[src/rtl/bcd_convert_arbiter.sv]
// Two-requester binary-to-BCD converter: round-robin grant, then a fixed-latency
// double-dabble conversion of the granted operand into four packed BCD digits.
module bcd_convert_arbiter #(
    parameter int IN_W = 12
) (
    input  logic            clk,
    input  logic            rst,
    input  logic [1:0]      req,
    input  logic [IN_W-1:0] bin0,
    input  logic [IN_W-1:0] bin1,
    output logic [1:0]      gnt,
    output logic            busy,
    output logic            done,
    output logic            done_id,
    output logic [15:0]     bcd
);

    localparam int CNT_W = $clog2(IN_W + 1);

    typedef enum logic [1:0] {
        IDLE,
        SHIFT,
        DONE
    } state_t;

    state_t           state;
    logic             last;
    logic [CNT_W-1:0] cnt;
    logic [15:0]      digits;
    logic [IN_W-1:0]  op;
    logic             id;

    logic             pick;
    logic [15:0]      adj;
    logic [15:0]      digits_next;

    // Tie goes to whichever requester was not served last.
    always_comb begin
        pick = 1'b0;
        case (req)
            2'b10:   pick = 1'b1;
            2'b11:   pick = ~last;
            default: pick = 1'b0;
        endcase
    end

    always_comb begin
        gnt = '0;
        if (!rst && state == IDLE && req != '0) begin
            gnt = pick ? 2'b10 : 2'b01;
        end
    end

    assign busy = (state != IDLE);

    always_comb begin
        adj = digits;
        for (int unsigned i = 0; i < 4; i++) begin
            if (digits[4*i +: 4] >= 4'd5) begin
                adj[4*i +: 4] = digits[4*i +: 4] + 4'd3;
            end
        end
    end

    // Thousands carry-out is dropped, so values above 9999 keep the low 4 digits.
    assign digits_next = {adj[14:0], op[IN_W-1]};

    always_ff @(posedge clk or posedge rst) begin
        if (rst) begin
            state   <= IDLE;
            last    <= 1'b1;
            cnt     <= '0;
            digits  <= '0;
            op      <= '0;
            id      <= 1'b0;
            done    <= 1'b0;
            done_id <= 1'b0;
            bcd     <= '0;
        end else begin
            case (state)
                IDLE: begin
                    done <= 1'b0;
                    if (req != '0) begin
                        op     <= pick ? bin1 : bin0;
                        id     <= pick;
                        last   <= pick;
                        cnt    <= CNT_W'(IN_W);
                        digits <= '0;
                        state  <= SHIFT;
                    end
                end
                SHIFT: begin
                    digits <= digits_next;
                    op     <= op << 1;
                    cnt    <= cnt - CNT_W'(1);
                    if (cnt == CNT_W'(1)) begin
                        bcd     <= digits_next;
                        done    <= 1'b1;
                        done_id <= id;
                        state   <= DONE;
                    end
                end
                DONE: begin
                    done  <= 1'b0;
                    state <= IDLE;
                end
                default: begin
                    done  <= 1'b0;
                    state <= IDLE;
                end
            endcase
        end
    end

endmodule
[config.mk]
export PLATFORM = sky130hd
export DESIGN_NAME = bcd_convert_arbiter
export DESIGN_NICKNAME = d
export VERILOG_FILES = /design/src/rtl/bcd_convert_arbiter.sv
export SDC_FILE = /design/constraint.sdc
export NUM_CORES = 1
export LEC_CHECK = 0
export CAP_MARGIN = 20
export CORE_MARGIN = 3
export CORE_UTILIZATION = 47
export CTS_CLUSTER_DIAMETER = 50
export DETAILED_ROUTE_END_ITERATION = 8
export PLACE_DENSITY = 0.76
export SYNTH_ARGS = -nofsm -noshare
export SYNTH_HDL_FRONTEND = slang
export SYNTH_SLANG_ARGS = --single-unit
[constraint.sdc]
create_clock -name clk -period 2.5 [get_ports clk]
set_input_delay 0.5 -clock clk [delete_from_list [all_inputs] [get_ports clk]]
set_output_delay 0.5 -clock clk [all_outputs]
set_load 0.02 [all_outputs]
==> parameters.txt <==
Parameter                              Value

Status
  Outcome ... complete, no violations

Final layout
  Most used cells in the layout excluding fill and tap cells ... dfrtp_1 (53), clkdlybuf4s50_1 (45), nor3b_1 (19)
  Layout cell share with drive strength beyond 1 ... 15.69%
  Post-route cell area ... 3448 um2
  Most common library cell in the layout ignoring fill and taps ... dfrtp_1
  Post-layout net count ... 343
  Number of cells in the finished layout apart from fillers ... 378
  Ant. Diodes ... 0
  Layout-stage area growth over the synthesis result ... 26.77%

Synthesis
  Synthesized-area fraction occupied by adder cells ... 4.600%
  Post-Synth Simple-Gate Area ... 13.16%
  Post-Syn Nets ... 284
  Sequential cell area fraction in the yosys report ... 49.72%
  Xor and xnor fraction of the mapped netlist area ... 1.932%
  Proportion of synthesized flip-flops having asynchronous set or reset ... 100.0%
  Count of flip-flops with a built-in enable after synthesis ... 0
  Cell area after technology mapping ... 2720 um2
  Number of distinct library cells after synthesis ... 35
  Number of cells produced by synthesis ... 246
  Largest family of logic cells by synthesized area ... compound AO/OA/AOI/OAI gates
  Synth Area in Compound Gates ... 17.39%
  Number of flip-flops and latches in the synthesized netlist ... 54
  Top FF cell, synth ... dfrtp_1
  Share of cell area taken by muxes after synthesis ... 8.832%
  Count of synthesis-stage warnings from yosys ... 0
  Synthesized area divided by synthesized cell count ... 11.06 um2

Global route
  Total overflow reported by the global router ... 0
  GRT Util Overall ... 18.43%
  Pin count of the biggest net entering global routing ... 55
  Initial antenna violation count ... 0
  Vias in the first global route ... 1981
  Global-route wire length before repair ... 9439 um

STA
  Total of endpoints with negative setup slack in the final report ... 0
  Final hold viol count ... 0
  Post-route clock skew ... 0.004753 ns
  Max-slew headroom ... 55.08%
  F_max ... 417.8 MHz
  Ratio of final minimum period to clock period ... 95.73%
  Transition time at the pin with the least slew margin ... 0.6739 ns
  Max-slew violations ... 0
  Fin Setup TNS ... 0 ns
  RSZ-0062 raised after global routing ... no
  Minimum clock period after layout ... 2.393 ns

Setup path
  Endpoint required time on the critical path ... 2.00 ns
  Beginning of the worst register-to-register path ... state[1]
  Worst setup EP type ... output pin
  Buffer and inverter count on the worst path ... 2
  Largest stage delay on the critical path ... 0.53 ns
  Startpoint of the worst setup timing path ... req[1]
  Critical Path Fanout Max ... 3
  Cell Chain, Critical Path ... clkdlybuf4s50_1 > nor3_4 > or2_1 > nor2_2 > and3_1 > clkdlybuf4s15_1
  Critical-path top delay cell ... clkdlybuf4s50_1
  Arr. time, crit path ... 1.89 ns
  Kind of start point of the critical path ... input port
  Type of the worst setup path ... in2out
  CP top delay family ... buffers and inverters

Power
  Total net switching power ... 1.699 mW
  Cell leakage power ... 1.527 nW
  Portion of total power attributed to the clock network ... 13.1%
  Internal power summed over all cells ... 2.659 mW
  Combinational share of power ... 50.9%
  Share of power burned in registers ... 36.1%
  Fraction of power spent switching nets ... 38.99%
  Worst vdd ir ... 720.3 uV
  Power density over cell area ... 1264 nW/um2

Placed design
  Placed Cells ... 370
  GPL Wtd Cong ... 0.7379
  Final HPWL DP ... 4039 um
  Post-DP Area ... 3344 um2
  Buffers added on ports ... 48

Floorplan
  Die width ... 82.08 um
  Die Footprint ... 6736 um2
  Height of the die ... 82.08 um
  Effective utilization at floorplan ... 49.10%
  Number of placement rows ... 27
  Core area ... 5540 um2
  Ports placed on the boundary ... 49

Drt
  Detailed-route via count ... 2042
  Number of optimization iterations in the first detailed-route pass ... 4
  Detail-routed net length per standard cell ... 14.87 um
  Antenna-violating nets left ... 0
  Drt drc ... 0
  Vias per Instance ... 5.402
  DR iter-0 viols ... 118
  Final wirelength ... 5622 um

Run
  Number of violations of the max-capacitance limit ... 0

Clock tree
  Htree depth ... 2
  Insertion delay to the later sink of the worst-skew pair ... 0.30 ns
  Reg clk slew, reported paths ... 0.09 ns
  CTS sink count ... 54
  Root buffer selected by CTS ... clkbuf_8
  Largest buffer count on any clock path ... 2
  TritonCTS Buffers ... 5
  TritonCTS clock tree ... yes
  Total of hold buffers inserted after clock tree synthesis ... 0
  Setup Fix Bufs, Post-CTS ... 0

Hold path
  Worst Hold Class ... reg2reg
  Critical hold path startpoint ... bcd[3]
-- routing by layer --
metal	up-vias	part of all wire, %	GRT usage, %	wire length (um)
met3	10	2.8	3.509	155
met5	-	0	0	0
met1	1001	45	24.15	2512
met2	31	51	30.37	2858
met4	0	1.7	6.645	96
li1	1000	-	-	-
-- cell families after synthesis --
logic type / Yosys count
AO/OA/AOI/OAI: 64
multiplexers: 23
flip-flops: 54
adder cells (fa/ha/maj): 10
XOR/XNOR: 6
buffers and inverters: 25
AND/OR/NAND/NOR: 64
-- through the flow --
stage	setup slack (ns)	power, mW	hold WS [ns]	util, %
6_report	0.1067	4.358	0.4840	62.24
3_5_place_dp	-0.2775	3.820	0.4733	60.37
2_1_floorplan	0.3021	3.102	0.4510	-
4_1_cts	0.06756	4.395	0.4945	62.22
3_3_place_gp	-0.2569	3.727	0.4600	60.37
5_1_grt	0.009529	4.724	0.5137	62.24
-- synth_stat cells (4+ instances only) --
cell       n  area share (%)
mux2i_1   15             5.5
o21ai_0   17             3.1
dfrtp_1   53              49
mux2_2     8             3.3
nand2_1   17             2.3
o31ai_1    4             1.1
clkbuf_1   4            0.55
a21oi_1   13             2.4
a32o_1     4             1.5
ha_1      10             4.6
o22ai_1    6             1.4
nand2b_1   5             1.1
a22o_1     6             1.9
nor2_1    13             1.8
a211oi_2  10             4.6
nor3b_1   19             5.2
xnor2_1    6             1.9
inv_1     12             1.7
buf_2      5            0.92
-- timing repair --
item / 4_1_cts / 5_1_grt
gates cloned: 0 / 0
endpoints found under the setup margin: 2 / 1
resized for setup: 3 / 1
-- worst paths after layout --
path                                end  slack [ns]  cells past startpoint
worst min register to register   bcd[3]        0.48                      2
worst min-delay path             bcd[3]        0.48                      2
min in group asynchronous         op[8]        0.79                      3
max in group asynchronous        bcd[7]        1.27                      3
worst max-delay path             gnt[1]        0.11                      6
worst max register to register  done_id        0.74                      5
-- power groups by stage --
stage,combinational (mW),sequential [mW],clock (mW)
detailed placement,2.23,1.59,0
finish,2.22,1.57,0.571
floorplan,1.45,1.65,0
CTS,2.24,1.57,0.585
global placement,2.16,1.57,0
global route,2.47,1.62,0.632
-- area by class of cell --
type / instances / area [um2]
Clock buffer: 7 / 76.32
Inverter: 13 / 52.55
Timing Repair Buffer: 64 / 598.1
Multi-Input combinational cell: 167 / 1249
Clock inverter: 1 / 30.03
Sequential cell: 54 / 1353
Fill cell: 474 / 2092
Tap cell: 72 / 90.09
-- tightest hold or removal path, delay by kind of cell (launching register included) --
family | cells | cell delay (ns)
AOI/OAI and AO/OA | 1 | 0.06
DFF | 1 | 0.35
and+or+nand+nor | 1 | 0.04
-- registers in the layout (all words and copies together) (netlist names) --
register and flops:
bcd 16, cnt 4, digits 16, done 1, done_id 1, id 1
last 1, op 12, state 2
(Power assumes the default switching activity.)
